===== src/rtl/serial_mod_pkg.sv =====
// Shared types and arithmetic for the serial divisibility checker.
//   ch_state_t : per-channel state (no bits yet / number in progress)
//   mod_add    : (a + b) mod divisor for operands already below divisor,
//                reduced with one conditional subtract (no divider).
package serial_mod_pkg;

  typedef enum logic {
    CH_EMPTY  = 1'b0,
    CH_ACTIVE = 1'b1
  } ch_state_t;

  // Widest remainder the helper supports; callers zero-extend into it.
  localparam int MAX_RW = 16;

  function automatic logic [MAX_RW-1:0] mod_add(input logic [MAX_RW-1:0] a,
                                                input logic [MAX_RW-1:0] b,
                                                input logic [MAX_RW-1:0] divisor);
    logic [MAX_RW:0] sum;
    sum = {1'b0, a} + {1'b0, b};
    // a, b < divisor, so sum < 2*divisor: one subtract fully reduces it.
    if (sum >= {1'b0, divisor}) sum = sum - {1'b0, divisor};
    return sum[MAX_RW-1:0];
  endfunction

endpackage


===== src/rtl/serial_mod_checker_lane.sv =====
// One channel of the serial divisibility checker.
// Ports:
//   clk, reset  : rising-edge clock, synchronous active-high reset
//   in_valid    : accept din this cycle
//   din         : serial data bit
//   clear       : start a new number (combined with in_valid, din is its first bit)
//   lsb_first   : bit order, latched on the first bit of each number
//   out_valid   : registered copy of in_valid
//   dout        : number so far is divisible by DIVISOR
//   rem         : running remainder
module serial_mod_lane
  import serial_mod_pkg::*;
#(
  parameter int DIVISOR         = 5,
  parameter int REQUIRE_NONZERO = 1,
  parameter int RW              = $clog2(DIVISOR)
) (
  input  logic          clk,
  input  logic          reset,
  input  logic          in_valid,
  input  logic          din,
  input  logic          clear,
  input  logic          lsb_first,
  output logic          out_valid,
  output logic          dout,
  output logic [RW-1:0] rem
);

  localparam logic [RW-1:0] ONE = RW'(1);

  ch_state_t     state, state_nxt;
  logic [RW-1:0] rem_nxt;
  logic [RW-1:0] weight, weight_nxt;
  logic          seen_one, seen_one_nxt;
  logic          mode, mode_nxt;

  function automatic logic [RW-1:0] lane_add(input logic [RW-1:0] a,
                                             input logic [RW-1:0] b);
    return RW'(mod_add(MAX_RW'(a), MAX_RW'(b), MAX_RW'(DIVISOR)));
  endfunction

  always_ff @(posedge clk) begin
    if (reset) begin
      state     <= CH_EMPTY;
      rem       <= '0;
      weight    <= ONE;
      seen_one  <= 1'b0;
      mode      <= 1'b0;
      out_valid <= 1'b0;
    end else begin
      state     <= state_nxt;
      rem       <= rem_nxt;
      weight    <= weight_nxt;
      seen_one  <= seen_one_nxt;
      mode      <= mode_nxt;
      out_valid <= in_valid;
    end
  end

  always_comb begin
    state_nxt    = state;
    rem_nxt      = rem;
    weight_nxt   = weight;
    seen_one_nxt = seen_one;
    mode_nxt     = mode;
    if (in_valid) begin
      if (state == CH_EMPTY || clear) begin
        // First bit of a new number; a concurrent clear discards the old one.
        mode_nxt     = lsb_first;
        rem_nxt      = RW'(din);
        weight_nxt   = lane_add(ONE, ONE);
        seen_one_nxt = din;
        state_nxt    = CH_ACTIVE;
      end else begin
        if (!mode) begin
          // MSB-first: shift left then add the new bit, reducing each step.
          rem_nxt = lane_add(lane_add(rem, rem), RW'(din));
        end else begin
          // LSB-first: add 2^k mod D for set bits, then advance the weight.
          rem_nxt    = din ? lane_add(rem, weight) : rem;
          weight_nxt = lane_add(weight, weight);
        end
        seen_one_nxt = seen_one | din;
      end
    end else if (clear) begin
      state_nxt    = CH_EMPTY;
      rem_nxt      = '0;
      weight_nxt   = ONE;
      seen_one_nxt = 1'b0;
    end
  end

  assign dout = (state == CH_ACTIVE) && (rem == '0) &&
                (seen_one || (REQUIRE_NONZERO == 0));

endmodule


===== config.mk =====
export PLATFORM = sky130hd
export DESIGN_NAME = serial_mod_lane
export DESIGN_NICKNAME = d
export VERILOG_FILES = /design/src/rtl/serial_mod_pkg.sv /design/src/rtl/serial_mod_checker_lane.sv
export SDC_FILE = /design/constraint.sdc
export NUM_CORES = 1
export LEC_CHECK = 0
export CAP_MARGIN = 20
export CORE_MARGIN = 1
export CORE_UTILIZATION = 35
export CTS_CLUSTER_SIZE = 14
export DETAILED_ROUTE_END_ITERATION = 10
export PLACE_DENSITY_LB_ADDON = 0.25
export SLEW_MARGIN = 20
export SYNTH_ARGS = -nofsm -noshare
export SYNTH_HDL_FRONTEND = slang
export SYNTH_SLANG_ARGS = --single-unit
export TNS_END_PERCENT = 20

===== constraint.sdc =====
create_clock -name clk -period 4.1 [get_ports clk]
set_input_delay 0.82 -clock clk [delete_from_list [all_inputs] [get_ports clk]]
set_output_delay 0.82 -clock clk [all_outputs]
set_load 0.03 [all_outputs]

### After elaboration in Yosys (flattened, before gate mapping)

Cells that the tools add are included.

* $add $sub $neg: 8
* order comparisons: 4
* equal/unequal tests: 3
* mux-type cells: 21
* bitwise operators: 2
* reduce and logical (&&, ||, !) cells: 9

Operator list (number)
* 2-to-1 mux 3 bit: 16
* >= comparator 4 x 3 -> 1 bit (second input constant): 4
* adder 3 x 3 -> 4 bit: 3
* subtractor 3 bit (second input constant): 4
* AND reduction 2 bit: 4
* 2-to-1 mux 1 bit: 5
* adder 3 x 1 -> 4 bit: 1
* inequality test 4 x 3 -> 1 bit (second input constant): 1
* zero test 3 bit: 1
* inequality test 3 x 1 -> 1 bit (second input constant): 1
* logical AND 1 bit: 2
* inequality test 2 x 1 -> 1 bit (second input constant): 1
* nonzero test 2 bit: 1
* logical OR 1 bit: 1
* inverter 1 bit: 1
* bitwise OR 1 bit: 1

* bits in registers: 10
* input port bits: 6
* output and inout port bits: 5

### Logic depth before layout (Yosys ltp)

Gate-level depths: netlist of the first run.

* word-level depth: 12
* gate-level depth with buffers: 11

### Worst setup path after synthesis of the first run

Ideal clock, no wire load.

* path type: reg2reg
* start: reg rem[0]
* end: reg rem[1]
* data arrival time: 2.504 ns
* required time: 3.983 ns
* path slack: 1.479 ns
* stages on the path, launching flop included: 10
* clock period less this slack: 2.621 ns
* cell sequence: dfxtp_1 > ha_1 > inv_1 > fa_1 > ha_1 > nand2b_1 > a221oi_2 > mux2i_1 > o211ai_1 > a22o_2

* cells in the longest elaborated chain, start to end: 12
* elaborated cells between the ends (all ways): 19
* those cells by class: add/sub (6); order compare (3); mux (10)

Ends and longest elaborated chain
* from (decl): RTL line serial_mod_checker_lane.sv:26 `output logic [RW-1:0] rem`
* from (signal assigned): RTL line serial_mod_checker_lane.sv:52 `rem <= rem_nxt;`
* adder 3 x 3 -> 4 bit: RTL line serial_mod_pkg.sv:19 `sum = {1'b0, a} + {1'b0, b};`
* >= comparator 4 x 3 -> 1 bit or subtractor 3 bit (tied branches): RTL line serial_mod_pkg.sv:21 `if (sum >= {1'b0, divisor}) sum = sum - {1'b0, divisor};`
* 2-to-1 mux 3 bit: RTL line serial_mod_pkg.sv:21
* 2-to-1 mux 3 bit: RTL line serial_mod_checker_lane.sv:75 `if (!mode) begin`
* 2-to-1 mux 3 bit: RTL line serial_mod_checker_lane.sv:67 `if (state == CH_EMPTY || clear) begin`
* 2-to-1 mux 3 bit: RTL line serial_mod_checker_lane.sv:66 `if (in_valid) begin`
* adder 3 x 1 -> 4 bit: RTL line serial_mod_pkg.sv:19
* >= comparator 4 x 3 -> 1 bit or subtractor 3 bit (tied branches): RTL line serial_mod_pkg.sv:21
* 2-to-1 mux 3 bit: RTL line serial_mod_pkg.sv:21
* 2-to-1 mux 3 bit *: RTL line serial_mod_checker_lane.sv:75
* 2-to-1 mux 3 bit *: RTL line serial_mod_checker_lane.sv:67
* 2-to-1 mux 3 bit *: RTL line serial_mod_checker_lane.sv:66

Mark *: on every way between the ends. The rest lies on a longest branch, timed or not. The select of a mux whose other input is x is not followed.
A chain may end at the register's enable or synchronous reset.

### Final worst setup path of the first run

* start: in din
* end: reg rem[0]

* cells in the longest elaborated chain, start to end: 6
* elaborated cells between the ends (all ways): 9
* those cells by class: add/sub (2); order compare (1); eq/ne (1); mux (4); reduce/logical (1)

Ends and longest elaborated chain
* from (decl): RTL line serial_mod_checker_lane.sv:21 `input logic din,`
* adder 3 x 1 -> 4 bit: RTL line serial_mod_pkg.sv:19
* >= comparator 4 x 3 -> 1 bit or subtractor 3 bit (tied branches): RTL line serial_mod_pkg.sv:21
* 2-to-1 mux 3 bit: RTL line serial_mod_pkg.sv:21
* 2-to-1 mux 3 bit: RTL line serial_mod_checker_lane.sv:75
* 2-to-1 mux 3 bit: RTL line serial_mod_checker_lane.sv:67
* 2-to-1 mux 3 bit: RTL line serial_mod_checker_lane.sv:66

Parallel ways exist; a longest one is shown, timed or not.

==> results.yml, run 1 <==
status:
  outcome: "finished, final reports clean"
worst_setup_path:
  worstPathRequired_ps: 4280
  start_kind: "input pin"
  slowest_stage: "clkdlybuf4s50_1"
  timing.rr.start: "rem[0]"
  crit_buf_inv: 2
  cp-end-kind: "flip-flop"
  cp_top_family: "adder cells"
  cpMostUsedCell: "ha_1"
  cp.arrival_ps: 3010
  crit_path_max_fanout: 4
  slowest_delay_ps: 470
  path_cells: "clkdlybuf4s50_1 > ha_1 > ha_1 > inv_1 > ha_1 > nor2b_1 > or2_2 > mux2i_1 > o21ai_0 > a211oi_1"
  crit_path_start: "din"
  worst-setup-path-type: "in -> reg"
floorplanning:
  fp-row-count: 17
  die_x_microns: 52.56
  die_h_microns: 52.56
  io_pins: 11
  die-area_sq_mm: 0.002762
  core_area_sq_mm: 0.002318
  start_util_pct: 38.59
placement:
  numPortBuffers: 10
  detailed_place_hpwl_mm: 1.433
  gp_congestion: 0.7987
clocking:
  root_buffer: "clkbuf_4"
  cts.sinks: 10
  worstSkewPairLatency_ps: 260
  cts_made_buffers: 3
  cts.hold.buffers_added: 0
  post_cts_buffers: 0
  clk_pin_slew_ps: 70
  htree_num_levels: 1
  cts_tree: "built"
  ctsResizeCount: 0
  clockBufferDepth: 2
synth:
  synth.area.top_cells: "dfxtp_1, ha_1, a21oi_1"
  ys_warn_count: 0
  synth_edf_count: 0
  synth.distinct_cells: 38
  synth_flop_cell: "dfxtp_1"
  synth_nets: 129
  syn_area_per_cell_sq_um: 7.988
  synth_seq_area_share_pct: 22.38
  synth_area_leader_cell: "dfxtp_1"
  synth_top_area_share_pct: 22.38
  synth_cells: 112
  synth_area_sq_um: 894.6
  async_flop_share_pct: 0
  synth_seq_cells: 10
power_and_ir_drop:
  p_leak_nw: 0.4442
  power_mw: 0.2644
  irDropWorstVdd_v: 0.0001760
  pwr_density_cell_mw_per_mm2: 250.7
sta:
  maxClockFrequency_mhz: 353.0
  setup_viol: 0
  maxSlewViolCount: 0
  hold_violations: 0
  rsz0062_at_grt: "false"
  fin_crit_ps: 2833
  tns_ps: 0
  worst-slew-pin-transition_ps: 390.1
  final.setup_skew_ps: 0.5903
  post-route-period-util_pct: 69.09
  maxSlewHeadroom_pct: 73.96
layout:
  layout_commonest_cell: "a21oi_1"
  finalNetCount: 142
  antenna_cells: 0
  drive_above_1_share_pct: 8.065
  area_growth_pct: 17.90
  layout_common_cells: "a21oi_1, inv_1, ha_1, clkdlybuf4s50_1, dfxtp_1"
global_route:
  grt_max_degree: 13
  grt_pass1_wl_mm: 3.332
  grt_util_all_layers_pct: 16.24
  grt_antenna_before_repair: 0
  grt_pass1_vias: 777
  overflow: 0
detailed_routing:
  drt-initial-drc-count: 11
  firstDrtPassIters: 5
  ant_nets: 0
  post_drt_wl_per_cell_microns: 12.18
  drc: 0
  wirelength_mm: 1.851
  dr_total_vias: 810
  drt-vias-per-instance: 5.329
run:
  cap_viol_max_count: 0
min_path:
  hp-start: "seen_one"
  hold_path.class: "reg -> reg"
==> layer usage <==
metal  GRT usage, %  vias to the layer above  routed length [microns]
li1               -                      429                        -
met1          21.95                      360                      947
met2          25.95                       19                      840
met3          1.739                        2                       50
met4          6.579                        0                       12
met5              0                        -                        0
==> flip-flops by register name, summed over array words and instances, names as in the netlist <==
name       flops
mode           1
out_valid      1
rem            3
seen_one       1
state          1
weight         3
==> synthesized netlist by cell type, drive strengths merged (2+ instances only) <==
cell,number
dfxtp,10
a21oi,13
inv,12
ha,10
mux2i,3
nand2b,4
o221ai,2
nor2b,3
nor3b,2
xnor2,2
a211oi,2
nor3,2
a21o,2
nand2,8
nand3,3
nor2,7
o21ai,7
==> worst paths after layout <==
check             cells past startpoint  endpoint  slack, ps
hold / removal                        2  seen_one        480
setup reg to reg                      9    rem[1]       1470
hold reg to reg                       2  seen_one        480
setup / recovery                     10    rem[0]       1270
==> tightest hold or removal path: cells and delay by family (launching register included) <==
| kind | cells | cell delay (ps) |
|---|---|---|
| and+or+nand+nor | 1 | 60 |
| DFF | 1 | 320 |
| AOI/OAI and AO/OA | 1 | 60 |
==> where the power goes <==
part | internal [mW] | total (mW) | switching (mW) | leakage, nW
logic | 0.0307 | 0.0659 | 0.0352 | 0.341
registers | 0.102 | 0.108 | 0.00652 | 0.0823
clock network | 0.0539 | 0.0903 | 0.0364 | 0.0210
total | 0.186 | 0.264 | 0.0782 | 0.444
==> kinds of logic after synthesis <==
family	Yosys count	synth area share, %
and+or+nand+nor	36	21.82
xor gates and xnor gates	2	1.958
muxes	4	4.615
DFF	10	22.38
buffers and inverters	14	6.293
adders and majority gates	11	16.22
AOI/OAI and AO/OA	35	26.71
==> through the flow <==
step | cells | setup slack, ps | utilization (%) | hold WS (ps) | cell area (sq um)
2_1_floorplan | 112 | 1479 | - | 444.0 | 894.6
3_3_place_gp | 148 | 1085 | 43.93 | 465.3 | 1018
3_5_place_dp | 148 | 994.8 | 43.93 | 477.1 | 1018
4_1_cts | 152 | 1279 | 45.49 | 486.1 | 1055
5_1_grt | 152 | 1128 | 45.49 | 524.9 | 1055
6_report | 152 | 1267 | 45.49 | 484.1 | 1055
==> area by class of cell <==
class	count	area, sq um
fillers	232	1264
multi-input cells	88	638.1
flip-flops and latches	10	200.2
repair buffers	10	100.1
inverters	12	45.04
clock buffers	4	36.28
well taps	28	35.03
(Power assumes the default switching activity.)
==> run 2, diff against run 1 <==
==> constraint.sdc (replaced) <==
create_clock -name clk -period 2.9 [get_ports clk]
set_input_delay 0.58 -clock clk [delete_from_list [all_inputs] [get_ports clk]]
set_output_delay 0.58 -clock clk [all_outputs]
set_load 0.03 [all_outputs]
==> results.yml, run 2 (synthesis gave the netlist of run 1 again) <==
worst_setup_path:
  r2r_end: "rem[0]"
  slowest_delay_ps: 460
  slowest_stage: "clkdlybuf4s50_1"
  worstPathRequired_ps: 3090
  timing.rr.start: "rem[2]"
  r2r_slack_ps: 410
  path_cells: "clkdlybuf4s50_1 > ha_1 > ha_1 > inv_1 > ha_1 > nor2b_1 > or2_2 > mux2i_1 > o21ai_0 > a211oi_1"
  crit_path_max_fanout: 4
  start_kind: "input pin"
  cpMostUsedCell: "ha_1"
  reg2reg_depth: 10
  cp-end-kind: "flip-flop"
  worst-setup-path-type: "in -> reg"
  cp.arrival_ps: 2790
clocking:
  worstSkewPairLatency_ps: 270
  cts_tree: "built"
  root_buffer: "clkbuf_4"
  cts.sinks: 10
  cts.hold.buffers_added: 0
  ctsResizeCount: 0
  clockBufferDepth: 2
  clk_pin_slew_ps: 70
  post_cts_buffers: 0
  htree_num_levels: 1
  cts_made_buffers: 3
placement:
  gp_congestion: 0.8106
  numPortBuffers: 10
  detailed_place_hpwl_mm: 1.580
  dp_cells: 150
  place_area_sq_mm: 0.001033
layout:
  antenna_cells: 0
  layout_commonest_cell: "a21oi_1"
  finalNetCount: 144
  finalInstanceArea_sq_mm: 0.001070
  top_regs: "rem: 3 flops, weight: 3 flops"
  area_growth_pct: 19.58
  layoutNonFillerInstCount: 154
  layout_common_cells: "a21oi_1, inv_1, ha_1, clkdlybuf4s50_1, dfxtp_1"
  drive_above_1_share_pct: 9.524
global_route:
  grt_util_all_layers_pct: 16.70
  grt_pass1_vias: 781
  overflow: 0
  grt_antenna_before_repair: 0
  grt_max_degree: 13
  grt_pass1_wl_mm: 3.415
floorplanning:
  die_x_microns: 52.56
  core_area_sq_mm: 0.002318
  die_h_microns: 52.56
  fp-row-count: 17
  io_pins: 11
  start_util_pct: 38.59
  die-area_sq_mm: 0.002762
detailed_routing:
  met1Wirelength_microns: 939
  post_drt_wl_per_cell_microns: 12.46
  firstDrtPassIters: 4
  wl_met3_microns: 36
  wirelength_mm: 1.919
  drc: 0
  dr_total_vias: 841
  wl_met2_microns: 940
  drt-vias-per-instance: 5.461
  ant_nets: 0
  top_layer: "met4"
  drt-initial-drc-count: 20
sta:
  setup_viol: 0
  hold_violations: 0
  maxSlewViolCount: 0
  post-route-period-util_pct: 89.92
  tns_ps: 0
  worst-slew-pin-transition_ps: 390.5
  rsz0062_at_grt: "false"
  maxClockFrequency_mhz: 383.5
  final.setup_skew_ps: 3.174
  maxSlewHeadroom_pct: 73.81
  fin_crit_ps: 2608
run:
  cap_viol_max_count: 0
status:
  outcome: "finished, final reports clean"
power_and_ir_drop:
  p_seq_share_pct: 39.8
  switchingPower_mw: 0.1143
  combPwrFrac_pct: 26.0
  irDropWorstVdd_v: 0.0003433
  swShare_pct: 30.13
  p_leak_nw: 0.4549
  pwr_density_cell_mw_per_mm2: 354.6
  internal_power_mw: 0.2651
  clkPwrFrac_pct: 34.2
min_path:
  min_to: "seen_one"
  hold_path.class: "reg -> reg"
  hp-start: "seen_one"
  hold_depth: 2
## run 2: worst max-delay path by stage
stage / depth (start not counted) / slack, ps / startpoint / endpoint
2_1_floorplan: 9 / 280 / rem[0] / rem[1]
3_3_place_gp: 10 / 120 / din / rem[0]
3_5_place_dp: 10 / 9 / din / rem[0]
4_1_cts: 10 / 300 / din / rem[0]
5_1_grt: 10 / 140 / din / rem[0]
6_report: 10 / 290 / din / rem[0]
## run 2: final cells by class
cell class                 count  area, sq um
multi-input combinational     88        638.1
inverter                      12        45.04
clock buffer                   4        36.28
tap                           28        35.03
fill                         228         1249
sequential                    10        200.2
timing repair buffer          12        115.1
## run 2: worst max-delay path, delay by kind of cell
kind                     cells  cell delay, ps
multiplexers                 1             130
AO/OA/AOI/OAI                2             300
AND/OR/NAND/NOR              2             450
buffers and inverters        2             540
adder cells (fa/ha/maj)      3             810
## run 2: layer usage
layer | vias up | track usage [%]
met5 | - | 0
met4 | 0 | 4.825
met3 | 2 | 3.768
met2 | 9 | 27.00
met1 | 395 | 21.88
li1 | 435 | -
## run 2: power groups by stage
stage | logic, mW | clock network [mW] | registers [mW]
finish | 0.0985 | 0.130 | 0.151
global route | 0.112 | 0.139 | 0.152
CTS | 0.0990 | 0.134 | 0.151
detailed placement | 0.0984 | 0 | 0.154
global placement | 0.0955 | 0 | 0.154
floorplan | 0.0646 | 0 | 0.157
## run 2: through the flow
| stage | hold WS (ps) | util (%) | power (mW) | worst slack, ps |
|---|---|---|---|---|
| after floorplan | 444.0 | - | 0.2218 | 278.6 |
| after global placement | 465.6 | 44.58 | 0.2497 | 118.7 |
| after detailed placement | 483.7 | 44.58 | 0.2528 | 8.575 |
| after CTS | 493.2 | 46.14 | 0.3835 | 298.0 |
| after global routing | 524.6 | 46.14 | 0.4033 | 140.2 |
| final | 489.9 | 46.14 | 0.3794 | 292.4 |
==> run 3, diff against run 2 <==
--- a/config.mk
+++ b/config.mk
@@ -5,9 +5,11 @@
 export SDC_FILE = /design/constraint.sdc
 export NUM_CORES = 1
 export LEC_CHECK = 0
+export ABC_AREA = 1
 export CAP_MARGIN = 20
 export CORE_MARGIN = 1
 export CORE_UTILIZATION = 35
+export CTS_CLUSTER_DIAMETER = 120
 export CTS_CLUSTER_SIZE = 14
 export DETAILED_ROUTE_END_ITERATION = 10
 export PLACE_DENSITY_LB_ADDON = 0.25
==> results.yml, run 3 <==
status:
  outcome: "finished, final reports clean"
layout:
  antenna_cells: 0
  area_growth_pct: 19.14
  num-fill-cells: 231
  drive_above_1_share_pct: 11.64
  finalInstanceArea_sq_mm: 0.001044
  layout_commonest_cell: "inv_1"
  layoutNonFillerInstCount: 174
  layout_common_cells: "inv_1, nand2_1, a21oi_1"
  top_regs: "rem: 3 flops, weight: 3 flops"
  final_core_utilization_pct: 45.85
  finalNetCount: 164
sta:
  post-route-period-util_pct: 85.58
  setup_viol: 0
  rsz0062_at_grt: "false"
  worst-slew-pin-transition_ps: 317.3
  tns_ps: 0
  fin_crit_ps: 2482
  maxSlewViolCount: 0
  final.setup_skew_ps: 9.547
  maxClockFrequency_mhz: 402.9
  hold_violations: 0
  fin_ws_ps: 418.1
  maxSlewHeadroom_pct: 78.78
  whs_ps: 534.0
worst_setup_path:
  reg2reg_depth: 14
  slowest_stage: "clkdlybuf4s50_1"
  path_cells: "clkdlybuf4s50_1 > ha_1 > ha_1 > inv_1 > ha_1 > inv_1 > or2_2 > nand3_2 > nand2_2 > o211ai_1 > nand3_1 > a21oi_1"
  r2r_end: "rem[0]"
  cp.arrival_ps: 2690
  crit_path_end: "rem[1]"
  cp_num_cells: 12
  crit_path_max_fanout: 3
  r2r_slack_ps: 540
  crit_buf_inv: 3
  start_kind: "input pin"
  worst-setup-path-type: "in -> reg"
  slowest_delay_ps: 470
  worstPathRequired_ps: 3110
  crit_path_start: "din"
  cp_top_family: "adder cells"
  cpMostUsedCell: "ha_1"
  cp-end-kind: "flip-flop"
  timing.rr.start: "rem[0]"
detailed_routing:
  drt-initial-drc-count: 21
  drt-vias-per-instance: 4.897
  post_drt_wl_per_cell_microns: 9.954
  dr_total_vias: 852
  firstDrtPassIters: 4
  drc: 0
  ant_nets: 0
  wirelength_mm: 1.732
clocking:
  root_buffer: "clkbuf_4"
  clockBufferDepth: 2
  cts_made_buffers: 3
  cts_tree: "built"
  worstSkewPairLatency_ps: 270
  htree_num_levels: 1
  cts.hold.buffers_added: 0
  post_cts_buffers: 0
  clk_pin_slew_ps: 70
  ctsResizeCount: 0
  cts.sinks: 10
synth:
  synth_seq_area_share_pct: 22.86
  syn_area_per_cell_sq_um: 6.585
  synth_cells: 133
  synth.area.top_cells: "dfxtp_1, ha_1, inv_1"
  synth_top_area_share_pct: 22.86
  async_flop_share_pct: 0
  yosys-top-cells-count: "inv_1, nand2_1, a21oi_1"
  synth_nets: 150
  synth_edf_count: 0
  synth.distinct_cells: 25
  synth_flop_cell: "dfxtp_1"
  ys_warn_count: 0
  synth_seq_cells: 10
  synth_area_leader_cell: "dfxtp_1"
  synth_area_sq_um: 875.8
  yosysMostFrequentCell: "inv_1"
global_route:
  grt_max_degree: 9
  grt_util_all_layers_pct: 15.74
  overflow: 0
  grt_pass1_wl_mm: 3.118
  grt_util_met1_pct: 20.18
  grt_antenna_before_repair: 0
  gr-usage-met2_pct: 24.36
  grt_pass1_vias: 760
  grt.busiest_layer: "met2"
  grt.met3_usage_pct: 6.140
placement:
  detailed_place_hpwl_mm: 1.425
  numPortBuffers: 10
  dp_cells: 170
  dpl_worst_slack_ps: 130.2
  gp_congestion: 0.7667
  place_area_sq_mm: 0.001007
power_and_ir_drop:
  p_leak_nw: 0.4861
  irDropWorstVdd_v: 0.0002153
  pwr_density_cell_mw_per_mm2: 362.0
  power_mw: 0.3777
floorplanning:
  io_pins: 11
  core_area_sq_mm: 0.002276
  die_x_microns: 52.03
  fp-row-count: 17
  start_util_pct: 38.48
  die_h_microns: 52.03
  die-area_sq_mm: 0.002707
run:
  cap_viol_max_count: 0
min_path:
  hold_path.class: "reg -> reg"
  hp-start: "weight[1]"
==> run 3: cell count changes after synthesis, sizes merged, moves of 3 or more <==
cell	previous run	this run
inv	12	32
nand2	8	27
nand3	3	11
nand2b	4	0
mux2i	3	0
nor2b	3	0
o211ai	1	4
==> run 3: worst reg2reg max path, cell delays in order (launching register included) <==
cell and delay (ps):
dfxtp_1 460, ha_1 220, inv_1 60, fa_1 480, ha_1 230, inv_1 80
nor2_1 60, o21ai_2 240, inv_2 50, nand2_1 50, nand3_1 60, nand2_1 90
nand2_1 50, nand2_1 70, a21oi_2 40
==> run 3: final cells by class <==
type                       instances  area (sq um)  area share [%]
clock buffer                       4         36.28           3.477
inverter                          32         120.1           11.51
multi-input combinational         90         551.8           52.88
sequential                        10         200.2           19.18
tap                               28         35.03           3.357
timing repair buffer              10         100.1           9.592
==> run 3: logic make-up after synthesis <==
group	after synthesis	share of synthesized area, %
flip-flops	10	22.86
buffers and inverters	33	14.14
AO/OA/AOI/OAI	28	18.86
AND/OR/NAND/NOR	51	27.57
adder cells (fa/ha/maj)	11	16.57
==> run 3: worst min-delay path by stage <==
stage,to,slack [ps],depth (start not counted)
final,weight[1],530,2
after global routing,seen_one,570,2
after CTS,weight[1],530,2
after detailed placement,weight[1],510,2
after global placement,weight[1],510,2
after floorplan,weight[1],470,2
==> run 3: power breakdown <==
part / total [mW] / leakage, nW / switching [mW] / internal [mW]
Clock: 0.128 / 0.0210 / 0.0517 / 0.0764
Sequential: 0.154 / 0.0824 / 0.00858 / 0.145
Combinational: 0.0961 / 0.383 / 0.0578 / 0.0383
Total: 0.378 / 0.486 / 0.118 / 0.260
==> run 3: metal layers <==
metal | wire [microns] | share of wire (%) | vias up
met5 | 0 | 0 | -
li1 | - | - | 450
met4 | 0 | 0 | 0
met1 | 861 | 50 | 380
met3 | 104 | 6.0 | 0
met2 | 766 | 44 | 22
